===== config.mk =====
export PLATFORM = sky130hd
export DESIGN_NAME = dmem_arbiter
export DESIGN_NICKNAME = d
export VERILOG_FILES = /design/src/rtl/dmem_arbiter_pkg.sv /design/src/rtl/dmem_arbiter_rr_arb2.sv /design/src/rtl/dmem_arbiter.sv
export SDC_FILE = /design/constraint.sdc
export NUM_CORES = 1
export LEC_CHECK = 0
export ABC_AREA = 1
export BUFFER_PORTS_ARGS = -buffer_cell sky130_fd_sc_hd__buf_4
export CAP_MARGIN = 20
export CORE_ASPECT_RATIO = 1.5
export CORE_MARGIN = 2
export CORE_UTILIZATION = 45
export DETAILED_ROUTE_END_ITERATION = 10
export PLACE_DENSITY_LB_ADDON = 0.12
export SLEW_MARGIN = 5
export SYNTH_ARGS = -nofsm -noshare
export SYNTH_HDL_FRONTEND = slang
export SYNTH_HIERARCHICAL = 1
export SYNTH_SLANG_ARGS = --single-unit
export TNS_END_PERCENT = 50

===== constraint.sdc =====
create_clock -name clk_i -period 2.05 [get_ports clk_i]
set_clock_uncertainty 0.1 [all_clocks]
set_input_delay 0.1025 -clock clk_i [delete_from_list [all_inputs] [get_ports clk_i]]
set_output_delay 0.1025 -clock clk_i [all_outputs]
set_load 0.01 [all_outputs]

===== src/rtl/dmem_arbiter_pkg.sv =====
// Shared types and constants for the data-memory arbiter.
// Owner encoding, FSM states and latency bounds.
package dmem_arb_pkg;

  typedef enum logic [1:0] {
    IDLE,
    ISSUE,
    WAIT,
    RESP
  } state_t;

  localparam logic OWN_CPU = 1'b0;
  localparam logic OWN_EXT = 1'b1;

  localparam int CNT_W   = 4;
  localparam int LAT_MIN = 1;
  localparam int LAT_MAX = 15;

  function automatic bit lat_ok(input int lat);
    return (lat >= LAT_MIN) && (lat <= LAT_MAX);
  endfunction

endpackage


===== src/rtl/dmem_arbiter_rr_arb2.sv =====
// Two-way round-robin picker for the data-memory arbiter.
// A tie goes to the port that did not win the previous grant.
module rr_arb2
  import dmem_arb_pkg::*;
(
  input  logic       clk,
  input  logic       rst_n,
  input  logic [1:0] req,
  input  logic       enable,
  output logic       grant_valid,
  output logic       grant_owner
);

  logic last_owner;

  always_comb begin
    grant_valid = enable & (|req);
    grant_owner = OWN_CPU;
    unique case (req)
      2'b11:   grant_owner = ~last_owner;
      2'b10:   grant_owner = OWN_EXT;
      default: grant_owner = OWN_CPU;
    endcase
  end

  // Reset to EXT so the CPU wins the first tie.
  always_ff @(posedge clk or negedge rst_n) begin
    if (!rst_n) begin
      last_owner <= OWN_EXT;
    end else if (grant_valid) begin
      last_owner <= grant_owner;
    end
  end

endmodule


===== src/rtl/dmem_arbiter.sv =====
// Shares one data memory between the CPU and an external port.
// One transaction at a time: grant, strobe, fixed-latency wait, done.
module dmem_arbiter
  import dmem_arb_pkg::*;
#(
  parameter int ADDR_W  = 32,
  parameter int DATA_W  = 32,
  parameter int MEM_LAT = 2
) (
  input  logic              clk_i,
  input  logic              rst_i,
  input  logic              cpu_req_i,
  input  logic              cpu_we_i,
  input  logic [ADDR_W-1:0] cpu_addr_i,
  input  logic [DATA_W-1:0] cpu_wdata_i,
  output logic [DATA_W-1:0] cpu_rdata_o,
  output logic              cpu_done_o,
  output logic              cpu_stall_o,
  input  logic              ext_req_i,
  input  logic              ext_we_i,
  input  logic [ADDR_W-1:0] ext_addr_i,
  input  logic [DATA_W-1:0] ext_wdata_i,
  output logic [DATA_W-1:0] ext_rdata_o,
  output logic              ext_done_o,
  output logic [ADDR_W-1:0] mem_addr_o,
  output logic [DATA_W-1:0] mem_wdata_o,
  output logic              mem_read_o,
  output logic              mem_write_o,
  input  logic [DATA_W-1:0] mem_rdata_i
);

  if (!lat_ok(MEM_LAT)) begin : g_lat_err
    $error("dmem_arbiter: MEM_LAT must be 1..15");
  end

  localparam logic [CNT_W-1:0] CNT_INIT = CNT_W'(MEM_LAT - 1);

  state_t            state;
  state_t            nxt;
  logic              owner;
  logic              we_q;
  logic [ADDR_W-1:0] addr_q;
  logic [DATA_W-1:0] wdata_q;
  logic [CNT_W-1:0]  cnt;
  logic [DATA_W-1:0] cpu_rdata_q;
  logic [DATA_W-1:0] ext_rdata_q;
  logic              grant_valid;
  logic              grant_owner;

  rr_arb2 u_arb (
    .clk         (clk_i),
    .rst_n       (rst_i),
    .req         ({ext_req_i, cpu_req_i}),
    .enable      (state == IDLE),
    .grant_valid (grant_valid),
    .grant_owner (grant_owner)
  );

  always_comb begin
    nxt = state;
    unique case (state)
      IDLE:  if (grant_valid) nxt = ISSUE;
      ISSUE: nxt = WAIT;
      WAIT:  if (cnt == '0) nxt = RESP;
      RESP:  nxt = IDLE;
      default: nxt = IDLE;
    endcase
  end

  always_ff @(posedge clk_i or negedge rst_i) begin
    if (!rst_i) begin
      state       <= IDLE;
      owner       <= OWN_CPU;
      we_q        <= 1'b0;
      addr_q      <= '0;
      wdata_q     <= '0;
      cnt         <= '0;
      cpu_rdata_q <= '0;
      ext_rdata_q <= '0;
    end else begin
      state <= nxt;
      unique case (state)
        IDLE: begin
          if (grant_valid) begin
            owner <= grant_owner;
            if (grant_owner == OWN_EXT) begin
              we_q    <= ext_we_i;
              addr_q  <= ext_addr_i;
              wdata_q <= ext_wdata_i;
            end else begin
              we_q    <= cpu_we_i;
              addr_q  <= cpu_addr_i;
              wdata_q <= cpu_wdata_i;
            end
          end
        end
        ISSUE: cnt <= CNT_INIT;
        WAIT: begin
          if (cnt == '0) begin
            if (!we_q && owner == OWN_CPU) cpu_rdata_q <= mem_rdata_i;
            if (!we_q && owner == OWN_EXT) ext_rdata_q <= mem_rdata_i;
          end else begin
            cnt <= cnt - 1'b1;
          end
        end
        default: ;
      endcase
    end
  end

  assign mem_read_o  = (state == ISSUE) & ~we_q;
  assign mem_write_o = (state == ISSUE) & we_q;
  assign mem_addr_o  = addr_q;
  assign mem_wdata_o = wdata_q;

  assign cpu_done_o  = (state == RESP) & (owner == OWN_CPU);
  assign ext_done_o  = (state == RESP) & (owner == OWN_EXT);
  assign cpu_rdata_o = cpu_rdata_q;
  assign ext_rdata_o = ext_rdata_q;
  assign cpu_stall_o = cpu_req_i & ~cpu_done_o;

endmodule


==> metrics <==
#FFs+latches synth=137; Longest Clk Path Bufs=2; synth-to-layout area growth=79.83%; Max IR drop VDD=0.0007335 V; cell area after synthesis=5973 µm²; R2R Path End=mem_addr_o[9]; vias per cell=5.391; Slew @ Worst Pin=0.4778 ns; global-route usage over all layers=35.20%; Clk pin slew, worst setup/hold paths=0.06 ns; die area=14,230 µm²; vias in the first global route=7,670; Synthesized Nets=887; Max Freq=527.8 MHz; fin util=82.92%; Leak=5.235 nW; Hold/Removal Path Class=in -> async; grt ovf=0; outcome=finished clean; Starting Density=46.11%; family with the most delay on the worst path=buffers and inverters; clk_lat worst skew=0.40 ns; DP Cell Count=1,146; min Tclk post-route=1.895 ns; Cell Count, Final, Fillers Out=1,344; total CTS buffers=17; CTS H-tree lvls=4; CP startpoint kind=flip-flop; Root Buffer=clkbuf_16; WP data arrival=2.10 ns; RSZ-0062 raised after global routing=false; Synth Instances=715; syn_area_per_cell=8.354 µm²; CTS sink count=137; largest net degree at the start of global routing=67; drt total wl=24.88 mm; setup ws final=0.1555 ns; Yosys warning total=6; Vias=7,246; Crit path top cell by count=inv_1; WL/cell=18.51 µm; P_int=0.009242 W; layout cells sized above 1=30.57%; most frequent cells in the layout=buf_4, nand2_1, dlygate4sd3_1; final hold vios=0; Worst Setup End Kind=flip-flop; First-pass DRT Iterations=6; Crit Path Class=reg -> reg; CP max FO=24; CP Depth=9; drt first-iter violations=487; PD cells=1409 nW/µm²; clock power share=21.5%; r2r setup slk=0.16 ns; row count=51; CP bufs+invs=4; sequential share of the synthesized area=57.42%; commonest non-fill, non-tap cell in the layout=buf_4; Final Max Slew Viols=0; antenna violations before repair=1; Max Cap Viol=0; CP Data Required Time=2.26 ns; crit-path max cell delay=0.41 ns; Fin Setup TNS=0 ns; Die H=145.1 µm; slowest CP cell=dfrtp_1; TritonCTS clock tree=yes; pre-CTS setup slack=0.2750 ns; Critical Path, Cell by Cell=inv_1 -> ha_1 -> o21ai_2 -> inv_1 -> nand2_2 -> inv_2 -> buf_4 -> nor2_1 -> a21oi_1; Psw=0.005896 W; RR Startpoint=state[0]; first-pass GRT wire length=39.75 mm; Core Area=12,950 µm²; Detailed Place HPWL=13.66 mm; reg2reg path depth=9; NumNets Final=1,344; Max transition margin=68.15%; Switching Fraction=38.95%; combinational group share of total power=45.5%; die width=98.07 µm; # port buffers=298; Sequential Power Share=32.9%; RePlAce Congestion=0.8660; DRC viols=0; final number of setup-violating endpoints=0; Distinct cells, synth=22; antenna viol nets, final=0; IO Pins=299; Final period util=92.42%
-- power groups by stage --
| stage | clock network, W | registers (W) | logic [W] |
|---|---|---|---|
| after global placement | 0 | 0.00487 | 0.00618 |
| after detailed placement | 0 | 0.00490 | 0.00631 |
| final | 0.00326 | 0.00499 | 0.00689 |
| after floorplan | 0 | 0.00540 | 0.00250 |
| after global routing | 0.00341 | 0.00514 | 0.00744 |
| after CTS | 0.00331 | 0.00489 | 0.00660 |
-- metrics by stage --
stage	hold WS, ns	total power [W]	area (µm²)
after CTS	0.09518	0.01480	10740
final	0.1027	0.01514	10740
after detailed placement	-0.02458	0.01121	8447
after global routing	0.1277	0.01599	10740
after floorplan	-0.2931	0.007898	5973
after global placement	-0.02692	0.01104	8447
-- cell families after synthesis --
| group | synth area share [%] |
|---|---|
| flops | 57.42 |
| compound gates | 13.95 |
| simple gates | 22.64 |
| fa+ha+maj | 1.257 |
| buf+inv | 4.734 |
-- sequential cells by signal (all words and copies together) (netlist names) --
name	count
u_arb/last_owner	1
ext_rdata_o	32
state	2
mem_wdata_o	32
cnt	4
cpu_rdata_o	32
we_q	1
mem_addr_o	32
owner	1
-- timing repair --
action / in CTS / in global routing
buffers inserted: 0 / 0
hold buffers: 166 / 0
gates resized for setup: 0 / 0
endpoints found under the hold margin: 266 / 0
-- area by class of cell --
| type | count | area (µm²) |
|---|---|---|
| Timing Repair Buffer | 484 | 4128 |
| Sequential cell | 137 | 3430 |
| Multi-Input combinational cell | 512 | 2277 |
| Fill cell | 708 | 2212 |
| Clock buffer | 22 | 494.2 |
| Tap cell | 159 | 198.9 |
| Clock inverter | 9 | 136.4 |
| Inverter | 20 | 75.07 |
| Antenna cell | 1 | 2.502 |
-- metal layers --
| layer | wire, µm | global-route usage (%) | vias to the layer above | part of all wire (%) |
|---|---|---|---|---|
| met1 | 8637 | 40.15 | 3367 | 35 |
| met3 | 2333 | 9.393 | 114 | 9.4 |
| met2 | 12470 | 58.70 | 526 | 50 |
| met5 | 0 | 0 | - | 0 |
| li1 | - | - | 3239 | - |
| met4 | 1444 | 20.69 | 0 | 5.8 |
-- worst max-delay path by stage --
stage	startpoint	to	slack, ns
4_1_cts	state[0]	mem_addr_o[2]	0.27
2_1_floorplan	state[0]	mem_addr_o[25]	0.33
3_3_place_gp	state[0]	mem_wdata_o[28]	0.34
3_5_place_dp	state[0]	mem_addr_o[1]	0.28
6_report	state[0]	mem_addr_o[9]	0.16
5_1_grt	state[0]	mem_addr_o[6]	0.03
-- cells in the mapped netlist, drive strengths merged --
cell type | n | share of area (%)
a21boi | 1 | 0.13
a21oi | 128 | 11
buf | 32 | 2.6
clkbuf | 14 | 0.88
dfrtp | 136 | 57
dfstp | 1 | 0.44
ha | 6 | 1.3
inv | 20 | 1.3
nand2 | 226 | 14
nand3 | 40 | 3.4
nor2 | 73 | 4.6
nor3 | 1 | 0.27
o21ai | 35 | 3.0
o22ai | 1 | 0.10
or2 | 1 | 0.10
Power figures use the tool's default switching activity.
